`src/rtl/fifo_pkg.sv`:
```
// fifo_pkg: read-mode constants and count-width helper shared by the FIFO files.
package fifo_pkg;
  localparam bit FWFT_STD  = 1'b0;
  localparam bit FWFT_FALL = 1'b1;
  function automatic int cnt_w(input int depth);
    return $clog2(depth) + 1;
  endfunction
endpackage

```
`src/rtl/fifo_v2_mem.sv`:
```
// fifo_v2_mem: storage with one synchronous write port and one asynchronous read port.
module fifo_v2_mem #(
  parameter int DW    = 128,
  parameter int DEPTH = 16,
  parameter int AW    = $clog2(DEPTH)
) (
  input  logic          clk,
  input  logic          i_we,
  input  logic [AW-1:0] i_waddr,
  input  logic [DW-1:0] i_wdata,
  input  logic [AW-1:0] i_raddr,
  output logic [DW-1:0] o_rdata
);
  logic [DW-1:0] r_mem [DEPTH];
  always_ff @(posedge clk)
    if (i_we) r_mem[i_waddr] <= i_wdata;
  assign o_rdata = r_mem[i_raddr];
endmodule

```
`src/rtl/fifo_v2.sv`:
```
// fifo_v2: synchronous FIFO with status flags, sticky error flags and standard or FWFT read mode.
module fifo_v2 import fifo_pkg::*; #(
  parameter int DATA_WIDTH  = 128,
  parameter int DEPTH       = 16,
  parameter int ALMOST_MTY  = 1,
  parameter int ALMOST_FULL = 1,
  parameter int FWFT        = 0
) (
  input  logic                      clk,
  input  logic                      rst,
  input  logic                      flush,
  input  logic                      wr_en,
  input  logic [DATA_WIDTH-1:0]     wr_data,
  input  logic                      rd_en,
  output logic [DATA_WIDTH-1:0]     rd_data,
  output logic                      rd_valid,
  output logic                      full,
  output logic                      almost_full,
  output logic                      empty,
  output logic                      almost_empty,
  output logic [cnt_w(DEPTH)-1:0]   count,
  output logic                      overflow,
  output logic                      underflow,
  input  logic                      err_clr
);
  localparam int AW = $clog2(DEPTH);
  localparam int CW = cnt_w(DEPTH);
  logic [AW-1:0]         r_wptr, r_rptr;
  logic [CW-1:0]         r_count;
  logic [DATA_WIDTH-1:0] r_rd_data, w_head;
  logic                  r_rd_valid, r_ovf, r_udf, w_rd_acc, w_wr_acc;
  fifo_v2_mem #(.DW(DATA_WIDTH), .DEPTH(DEPTH)) u_mem (
    .clk(clk), .i_we(w_wr_acc & ~flush & ~rst), .i_waddr(r_wptr),
    .i_wdata(wr_data), .i_raddr(r_rptr), .o_rdata(w_head)
  );
  assign full         = r_count == CW'(DEPTH);
  assign empty        = r_count == '0;
  assign almost_full  = r_count >= CW'(DEPTH - ALMOST_FULL);
  assign almost_empty = r_count <= CW'(ALMOST_MTY);
  assign count        = r_count;
  assign overflow     = r_ovf;
  assign underflow    = r_udf;
  // a read frees the slot, so a full FIFO can still take a concurrent write
  assign w_rd_acc = rd_en & ~empty;
  assign w_wr_acc = wr_en & (~full | w_rd_acc);
  assign rd_data  = (FWFT == int'(FWFT_FALL)) ? w_head : r_rd_data;
  assign rd_valid = (FWFT == int'(FWFT_FALL)) ? ~empty : r_rd_valid;
  always_ff @(posedge clk) begin
    if (rst) begin
      r_wptr     <= '0;
      r_rptr     <= '0;
      r_count    <= '0;
      r_rd_data  <= '0;
      r_rd_valid <= 1'b0;
      r_ovf      <= 1'b0;
      r_udf      <= 1'b0;
    end else begin
      r_ovf <= (wr_en & ~w_wr_acc & ~flush) | (r_ovf & ~err_clr);
      r_udf <= (rd_en & ~w_rd_acc & ~flush) | (r_udf & ~err_clr);
      if (flush) begin
        r_wptr     <= '0;
        r_rptr     <= '0;
        r_count    <= '0;
        r_rd_valid <= 1'b0;
      end else begin
        r_wptr     <= r_wptr + AW'(w_wr_acc);
        r_rptr     <= r_rptr + AW'(w_rd_acc);
        r_count    <= r_count + CW'(w_wr_acc) - CW'(w_rd_acc);
        r_rd_valid <= w_rd_acc;
        if (w_rd_acc) r_rd_data <= w_head;
      end
    end
  end
endmodule

```
`config.mk`:
```
export PLATFORM = sky130hd
export DESIGN_NAME = fifo_v2
export DESIGN_NICKNAME = d
export VERILOG_FILES = /design/src/rtl/fifo_pkg.sv /design/src/rtl/fifo_v2_mem.sv /design/src/rtl/fifo_v2.sv
export SDC_FILE = /design/constraint.sdc
export NUM_CORES = 2
export LEC_CHECK = 0
export BUFFER_PORTS_ARGS = -buffer_cell sky130_fd_sc_hd__buf_4
export CAP_MARGIN = 0
export CORE_ASPECT_RATIO = 1.2
export CORE_MARGIN = 4
export CORE_UTILIZATION = 55
export DETAILED_ROUTE_END_ITERATION = 16
export HOLD_SLACK_MARGIN = 0.05
export PLACE_DENSITY = 0.72
export SLEW_MARGIN = 40
export SYNTH_ARGS = -nofsm -noshare
export SYNTH_HDL_FRONTEND = slang
export SYNTH_HIERARCHICAL = 1
export SYNTH_SLANG_ARGS = --single-unit
export TNS_END_PERCENT = 30
```
`constraint.sdc`:
```
create_clock -name clk -period 15.6 [get_ports clk]
set_clock_uncertainty 0.15 [all_clocks]
set_input_delay 2.34 -clock clk [delete_from_list [all_inputs] [get_ports clk]]
set_output_delay 2.34 -clock clk [all_outputs]
set_load 0.05 [all_outputs]
```
==> impl_metrics.ini <==
[pwr]
ir_drop_mv = 0.126
clkPwrFrac_pct = 38.2
powerDensity_nw_per_um2 = 133
combPwrFrac_pct = 9.6
power.leakage_uw = 0.0294
p_switching_uw = 2830
p_int_uw = 9730
p_seq_share_pct = 52.2
switching_share_pct = 22.5

[cts]
htreeDepth = 4
cts-hold-fix-buffers = 0
clock-root-buffer = clkbuf_16
postCtsSetupRepairBufs = 0
clock_latency_ns = 0.81
clk_path_buf_depth = 3
cts-resized-gates = 0
numCtsBuffers = 199
numClockSinks = 2192
cts_tree = built
clkSlewWorstSetupHoldPaths_ns = 0.06

[place]
routabilityCongestion = 0.730
portBuffers = 273
dpl_cell_area_sq_um = 87900
dp_hpwl_um = 96300

[global_routing]
grt_pass1_wl_um = 270000
grt-ovfl-total = 0
antenna_found_initial = 28
grt_use_total_pct = 23.2
grt_max_degree = 126
first_global_vias = 40484

[drt]
drc = 0
top_layer_used = met5
initialDrtViolationCount = 4139
wl_met2_um = 90700
wl_met3_um = 14900
via_per_inst = 6.21
dr.pass1.iters = 7
antenna_left = 0
routedWlPerCell_um = 28.7
drt-total-wl_um = 183000
wl_met1_um = 73700
routed-via-count = 39597

[floorplan]
io_pins = 274
dieArea_sq_um = 158000
dieHeight_um = 435
die_w_um = 364
initial_utilization_pct = 55.4
core_area_sq_um = 151000
rows = 156

[yosys]
synth_nets = 4028
ys_types = 43
yosys_warnings = 6
synth.avg_cell_area_sq_um = 21.5
synth_top_area_cell = edfxtp_1
synthTopCellsByArea = edfxtp_1 74%, mux4_2 13%, dfxtp_1 3.5%
yosysSeqAreaShare_pct = 77.1
synth_top_area_share_pct = 73.6
syn_area_sq_um = 83500
ys_ff_latch = 2192
synthArstFlopShare_pct = 0
synthFlopType = edfxtp_1
synth-edff-count = 2048
netlist_instances = 3878

[job]
max_cap_viol_count = 0

[final_layout]
nets = 4366
area_delta_synth_final_pct = 13.2
drive_gt1_share_pct = 27.9
design_area_sq_um = 94600

[hold_path]
worst_hold_path.endpoint = rd_data[53]$_SDFFE_PP0P_
hold_class = flop to flop
hp-start = rd_data[53]$_SDFFE_PP0P_
hold_depth = 2

[sta]
rsz0062_at_grt = no
slew_headroom_pct = 40.9
clock.fmax_mhz = 185
hold_viol_final = 0
fin_setup_tns_ns = 0
slew_violations = 0
period_minus_slack_ns = 5.42
tightest_slew_ns = 0.886
setup_viol = 0
period_share_pct = 34.7

[worst_setup_path]
crit_buf_inv = 4
slowest_delay_ns = 0.72
worstSetupStartpointType = input port
cp_slowest_cell = buf_4
crit_required_ns = 15.88
cpLargestDelayFamily = buffers and inverters
crit_type = input port to flop
path_cells = buf_8 -> nor2_1 -> and3_1 -> nand3b_1 -> nor2_4 -> buf_4 -> buf_4 -> buf_6
r2r_cells = 9
crit_fanout = 56
timing.rr.start = r_rptr[1]$_SDFF_PP0_
crit_path_frequent_cell = buf_4
r2r_end = rd_data[98]$_SDFFE_PP0P_
r2r_slack_ns = 10.76
critPathCaptureType = flop
arrival_ns = 5.70

[outcome]
outcome = finished clean
==> state kept, by name, summed over array words and instances (netlist names) <==
signal / count
count: 5
overflow: 1
r_wptr: 4
underflow: 1
r_rptr: 4
rd_data: 128
rd_valid: 1
u_mem/r_mem: 2048
==> placed cells by master (no fill, tap or decap), types with 11 or more instances in the layout <==
cell       count
nor2b_1       29
diode_2       15
dfxtp_1      140
clkbuf_1      38
bufinv_16     17
mux2i_1      153
a221oi_1      12
ha_1          15
clkinv_2      46
buf_12        11
a22oi_1      216
mux2_2        64
mux4_2       477
buf_6         20
o221ai_1      23
nand2_1       97
o21ai_0       16
edfxtp_1    2048
buf_4        315
nor2_4        13
nand2b_1     272
clkinv_1      35
clkbuf_8      17
clkbuf_16    201
==> metal layers <==
metal | vias to the layer above | track usage [%]
met5 | - | 0
met3 | 256 | 5.09
met2 | 1576 | 37.0
met4 | 18 | 6.19
li1 | 16714 | -
met1 | 21033 | 33.0
==> synth_stat cells (all sizes together), types with 3 or more instances <==
master,count
clkbuf,94
nand2b,272
o22a,6
mux4,477
inv,10
dfxtp,144
nor2b,32
a22oi,216
mux2i,153
and2,10
nand3b,4
a221oi,12
nand2,97
o21ai,18
a21oi,3
mux2,64
nor2,23
buf,126
edfxtp,2048
o221ai,23
ha,15
nand3,3
nor3,5
nor3b,3
xnor2,3
==> through the flow <==
stage	total power [uW]	utilization, %	hold slack (ns)	cells	setup WS (ns)
global route	13000	62.7	0.340	6364	10.03
detailed placement	7900	58.4	0.311	5986	9.17
CTS	12700	62.6	0.327	6355	10.01
global placement	7880	58.3	0.310	5981	9.13
finish	12600	62.8	0.325	6374	10.18
floorplan	7540	-	0.327	3878	2.40
==> cells by family (layout without fill, tap and decap cells) <==
logic type	Yosys count	in the layout	synth area share, %
compound gates	285	285	2.57
xor+xnor	5	5	0.0525
fa+ha+maj	16	16	0.249
buf+inv	230	736	1.38
flops	2192	2192	77.1
mux	694	694	15.6
other cells	0	15	0
simple gates	456	456	3.09
==> worst reg2reg max path, stage by stage, from the launching register on <==
cell,delay [ns]
dfxtp_4,0.72
buf_4,0.74
buf_6,0.66
buf_6,0.59
buf_4,0.83
mux4_2,0.42
a22oi_1,0.32
nand2_1,0.13
nand2b_1,0.08
mux2i_1,0.06
==> area by class of cell <==
type	count	area (sq um)
inverters	10	37.5
fillers	10112	56100
repair buffers	357	3060
clock inverters	114	1050
clock buffers	255	5390
diodes	15	37.5
flip-flops and latches	2192	64400
multi-input cells	1456	18100
well taps	1975	2470
==> power groups by stage <==
| stage | Clock (uW) | Combinational, uW | Sequential, uW |
|---|---|---|---|
| floorplan | 0 | 703 | 6840 |
| global placement | 0 | 1200 | 6680 |
| detailed placement | 0 | 1220 | 6680 |
| CTS | 4890 | 1220 | 6550 |
| global route | 5140 | 1290 | 6560 |
| finish | 4800 | 1210 | 6550 |
==> worst max path at each step <==
stage / startpoint / end / cells after the start
detailed placement: rst / u_mem/r_mem[7][37]$_DFFE_PP_ / 8
finish: rst / u_mem/r_mem[7][98]$_DFFE_PP_ / 8
CTS: rst / u_mem/r_mem[7][99]$_DFFE_PP_ / 8
global placement: rst / u_mem/r_mem[15][40]$_DFFE_PP_ / 8
floorplan: rst / u_mem/r_mem[0][0]$_DFFE_PP_ / 6
global route: rst / u_mem/r_mem[7][98]$_DFFE_PP_ / 8
Note: power is estimated with default switching activity, not from simulation.
